File: src/rtl/fifo_write_arbiter.sv
// Round-robin arbiter that shares one FIFO write port between NUM_REQ producers. It also
// issues consumer reads, tracks occupancy, flags underflow and drains the FIFO on flush.
module fifo_write_arbiter #(
    parameter int NUM_REQ    = 4,
    parameter int DATA_W     = 32,
    parameter int FIFO_DEPTH = 7,
    parameter int CNT_W      = 4
) (
    input  logic                      clk,
    input  logic                      rst,
    input  logic [NUM_REQ-1:0]        req_valid,
    input  logic [NUM_REQ*DATA_W-1:0] req_data,
    output logic [NUM_REQ-1:0]        req_ready,
    input  logic                      rd_req,
    input  logic                      flush,
    output logic                      fifo_wr_en,
    output logic [DATA_W-1:0]         fifo_wr_data,
    output logic                      fifo_rd_en,
    input  logic [DATA_W-1:0]         fifo_rd_data,
    output logic                      rd_valid,
    output logic [DATA_W-1:0]         rd_data,
    output logic [CNT_W-1:0]          level,
    output logic                      full,
    output logic                      empty,
    output logic                      flushing,
    output logic                      err_underflow
);
    localparam int PTR_W = (NUM_REQ > 1) ? $clog2(NUM_REQ) : 1;

    typedef enum logic {RUN = 1'b0, FLUSH = 1'b1} state_t;

    state_t           state, state_nxt;
    logic [PTR_W-1:0] rr_ptr, rr_ptr_nxt;
    logic [PTR_W-1:0] gnt_idx, cand;
    logic             gnt_found;
    logic             accept;

    assign full     = (level == CNT_W'(FIFO_DEPTH));
    assign empty    = (level == '0);
    assign flushing = (state == FLUSH);

    always_comb begin
        state_nxt  = state;
        fifo_rd_en = 1'b0;
        case (state)
            RUN: begin
                fifo_rd_en = rd_req & ~empty;
                if (flush) state_nxt = FLUSH;
            end
            FLUSH: begin
                fifo_rd_en = ~empty;
                if (empty) state_nxt = RUN;
            end
            default: state_nxt = RUN;
        endcase
    end

    // A full FIFO can still take a word when a read frees a slot in the same cycle.
    assign accept = ~full | fifo_rd_en;

    always_comb begin
        gnt_found = 1'b0;
        gnt_idx   = '0;
        cand      = '0;
        if (state == RUN && accept) begin
            for (int k = 0; k < NUM_REQ; k++) begin
                if (int'(rr_ptr) + k >= NUM_REQ)
                    cand = PTR_W'(int'(rr_ptr) + k - NUM_REQ);
                else
                    cand = PTR_W'(int'(rr_ptr) + k);
                if (!gnt_found && req_valid[cand]) begin
                    gnt_found = 1'b1;
                    gnt_idx   = cand;
                end
            end
        end
    end

    always_comb begin
        req_ready    = '0;
        fifo_wr_data = '0;
        rr_ptr_nxt   = rr_ptr;
        if (gnt_found) begin
            req_ready[gnt_idx] = 1'b1;
            fifo_wr_data       = req_data[gnt_idx*DATA_W +: DATA_W];
            rr_ptr_nxt         = (gnt_idx == PTR_W'(NUM_REQ - 1)) ? '0 : gnt_idx + 1'b1;
        end
    end

    assign fifo_wr_en = gnt_found;

    always_ff @(posedge clk or posedge rst) begin
        if (rst) begin
            state         <= RUN;
            rr_ptr        <= '0;
            level         <= '0;
            rd_valid      <= 1'b0;
            rd_data       <= '0;
            err_underflow <= 1'b0;
        end else begin
            state  <= state_nxt;
            rr_ptr <= rr_ptr_nxt;
            if (fifo_wr_en && !fifo_rd_en && !full)
                level <= level + 1'b1;
            else if (fifo_rd_en && !fifo_wr_en && !empty)
                level <= level - 1'b1;
            // Drained words in FLUSH are discarded, never returned to the consumer.
            rd_valid <= fifo_rd_en & (state == RUN);
            if (fifo_rd_en && state == RUN)
                rd_data <= fifo_rd_data;
            if (state == RUN && rd_req && empty)
                err_underflow <= 1'b1;
        end
    end
endmodule

File: config.mk
export PLATFORM = sky130hd
export DESIGN_NAME = fifo_write_arbiter
export DESIGN_NICKNAME = d
export VERILOG_FILES = /design/src/rtl/fifo_write_arbiter.sv
export SDC_FILE = /design/constraint.sdc
export NUM_CORES = 1
export LEC_CHECK = 0
export CAP_MARGIN = 20
export CORE_MARGIN = 8
export CORE_UTILIZATION = 34
export CTS_CLUSTER_DIAMETER = 30
export CTS_CLUSTER_SIZE = 8
export DETAILED_ROUTE_END_ITERATION = 10
export PLACE_DENSITY_LB_ADDON = 0.2
export SYNTH_ARGS = -nofsm -noshare
export SYNTH_HDL_FRONTEND = slang
export SYNTH_SLANG_ARGS = --single-unit
File: constraint.sdc
create_clock -name clk -period 2.6 [get_ports clk]
set_input_delay 0.26 -clock clk [delete_from_list [all_inputs] [get_ports clk]]
set_output_delay 0.26 -clock clk [all_outputs]
set_load 0.01 [all_outputs]
==> impl_metrics.yaml <==
run_status:
  outcome: "complete, no violations"
floorplan:
  initial_core_util_pct: 34.7
  fp.dieH_um: 113
  dieWidth_um: 113
  ios: 247
  die-area_sq_um: 12800
  coreArea_sq_um: 9200
  row_count: 35
cts:
  clock_sinks: 41
  clock_latency_ns: 0.29
  cts_buffers: 5
  cts_root_buffer: "clkbuf_8"
  cts_max_path_buffers: 2
  ctsHtreeMaxLevel: 2
  cts_tree: "done"
  path_clk_slew_ns: 0.08
final_layout:
  fin_nets: 780
  final_cells: 717
  num_antenna_cells: 0
  syn2layout_area_growth_pct: 94.2
  drive_gt1_share_pct: 27.1
  fin_area_sq_um: 6210
worst_setup_path:
  cp_max_fo: 7
  worstPathRequired_ns: 2.34
  end_kind: "primary output"
  rrSetupSlack_ns: 0.41
  worstPathArrival_ns: 2.33
  crit_path_start_kind: "flop"
  setup.worst_path.class: "flop to primary output"
  r2r_cells: 9
  r2r-end: "level[3]$_DFFE_PP0P_"
  r2r_start: "level[0]$_DFFE_PP0P_"
grt:
  grt_pass1_wl_mm: 23.0
  antenna_found_initial: 0
  grt_pass1_vias: 4256
  overflow: 0
  grt_max_degree: 42
  grt_usage_pct: 22.1
pwr:
  p_per_area_nw_per_um2: 830
  p_leak_uw: 0.00251
  ir_drop_v: 0.000363
timing:
  drv_slew: 0
  tightest_slew_ns: 0.513
  hold_slack_ns: 0.389
  period_minus_slack_ns: 2.59
  rsz0062_at_grt: "yes"
  slew_headroom_pct: 65.4
  finalCritPeriodShare_pct: 99.5
  setup_viol: 0
  fmax_mhz: 387
  finalClockSkew_ns: 0.00576
  finalHoldViolations: 0
detailed_routing:
  routed_wl_mm: 14.7
  drc: 0
  drtAntennaViolNets: 0
  first_iter_violations: 170
  vias: 3933
  route.detailed.wl_per_inst_um: 20.5
  dr.pass1.iters: 4
  via_per_inst: 5.49
synth:
  synthCells: 335
  synth_top_area_share_pct: 32.1
  syn_area_sq_um: 3200
  yosys.area.top_type: "dfrtp_1"
  synth.most_common_cell: "a211oi_1"
  avgSynthCellArea_sq_um: 9.54
  synth_seq_cells: 41
  synth_ff_type: "dfrtp_1"
  synth_edf_count: 0
  synth_cell_type_count: 40
  synth_warnings: 0
  synth_nets: 510
  yosysSeqAreaShare_pct: 32.1
  synth.area.top_cells: "dfrtp_1 32%, a211oi_1 13%, mux2_2 12%"
  synth_commonest_cells: "54 x a211oi_1, 41 x dfrtp_1, 37 x a21oi_1, 34 x mux2_2"
  async_flop_share_pct: 100
placed_design:
  dpl_cell_area_sq_um: 6060
  port_buffers: 246
  gp_congestion: 0.854
  dpl.hpwl_mm: 11.5
  dp_cells: 703
run:
  maxCapViolations: 0
hold_path:
  hp-class: "input pin to async pin"
## cell families (layout without fill, tap and decap cells)
kind of cell,Yosys count,in the layout,share of synthesized area (%)
and+or+nand+nor,90,90,19.7
muxes,35,35,12.3
adders and majority gates,7,7,2.98
xor gates and xnor gates,3,3,0.822
AOI/OAI and AO/OA,116,116,26.1
buffers and inverters,43,314,5.99
DFF,41,41,32.1
## cell type report
type | count | area [sq um]
timing repair buffer | 300 | 2800
tap | 111 | 139
inverter | 6 | 22.5
clock buffer | 6 | 72.6
multi-input combinational | 251 | 2110
sequential | 41 | 1030
fill | 766 | 2990
clock inverter | 2 | 38.8
## critical path, stage by stage, from the launching register on
cell and delay [ns]:
dfrtp_1 0.42, buf_4 0.15, nor2b_1 0.12, o2bb2ai_1 0.15
a221oi_4 0.27, buf_12 0.16, buf_6 0.13, inv_1 0.06
ha_1 0.17, and2_1 0.12, dlygate4sd2_1 0.28
## where the power goes
group	internal [uW]	total [uW]	switching, uW
sequential	958	1110	153
combinational	1900	3530	1640
clock	288	508	220
total	3140	5150	2010
## placed cells by master (no fill, tap or decap), types with 5 or more instances in the layout
| cell type | count |
|---|---|
| clkdlybuf4s50_1 | 208 |
| a211oi_1 | 46 |
| buf_4 | 45 |
| dfrtp_1 | 41 |
| a21oi_1 | 36 |
| mux2_2 | 34 |
| and3_1 | 32 |
| nor4b_1 | 28 |
| clkbuf_2 | 19 |
| a211oi_2 | 18 |
| buf_2 | 13 |
| inv_1 | 6 |
| nor2_1 | 6 |
| ha_1 | 6 |
| clkbuf_8 | 5 |
| buf_12 | 5 |
## per-layer routing
metal	up-vias	track usage, %	share of wire (%)
met1	1856	25.5	38
li1	1853	-	-
met4	0	7.82	2.7
met2	197	38.6	50
met3	27	6.02	8.9
met5	-	0	0
## state kept, by name, indices dropped and copies added, names as in the netlist
name / count
level: 4
flushing: 1
err_underflow: 1
rd_valid: 1
rr_ptr: 2
rd_data: 32
## worst max path at each step
| stage | end | from | slack (ns) | depth (start not counted) |
|---|---|---|---|---|
| after floorplan | level[3]$_DFFE_PP0P_ | level[0]$_DFFE_PP0P_ | 0.19 | 8 |
| after global placement | fifo_wr_data[8] | req_valid[3] | -0.41 | 8 |
| after detailed placement | fifo_wr_data[8] | req_valid[3] | -0.43 | 8 |
| after CTS | req_ready[1] | rr_ptr[1]$_DFFE_PP0P_ | -0.01 | 10 |
| after global routing | req_ready[1] | rr_ptr[1]$_DFFE_PP0P_ | -0.11 | 9 |
| final | req_ready[1] | rr_ptr[1]$_DFFE_PP0P_ | 0.01 | 10 |
## metrics by stage
step | setup WS [ns] | total power, uW | TNS [ns] | util (%)
floorplan | 0.189 | 2810 | 0 | -
global placement | -0.408 | 4550 | -9.77 | 65.9
detailed placement | -0.433 | 4660 | -11.55 | 65.9
CTS | -0.0102 | 5210 | -0.0254 | 68.7
global route | -0.113 | 5510 | -0.537 | 67.5
finish | 0.0142 | 5150 | 0 | 67.5
## what timing repair did
item	in CTS	in global routing
endpoints found under the setup margin	37	36
pin swaps	6	9
resized for setup	100	62
cloned	1	0
hold buffers	0	0
setup buffers	5	0
Note: power is estimated with default switching activity, not from simulation.
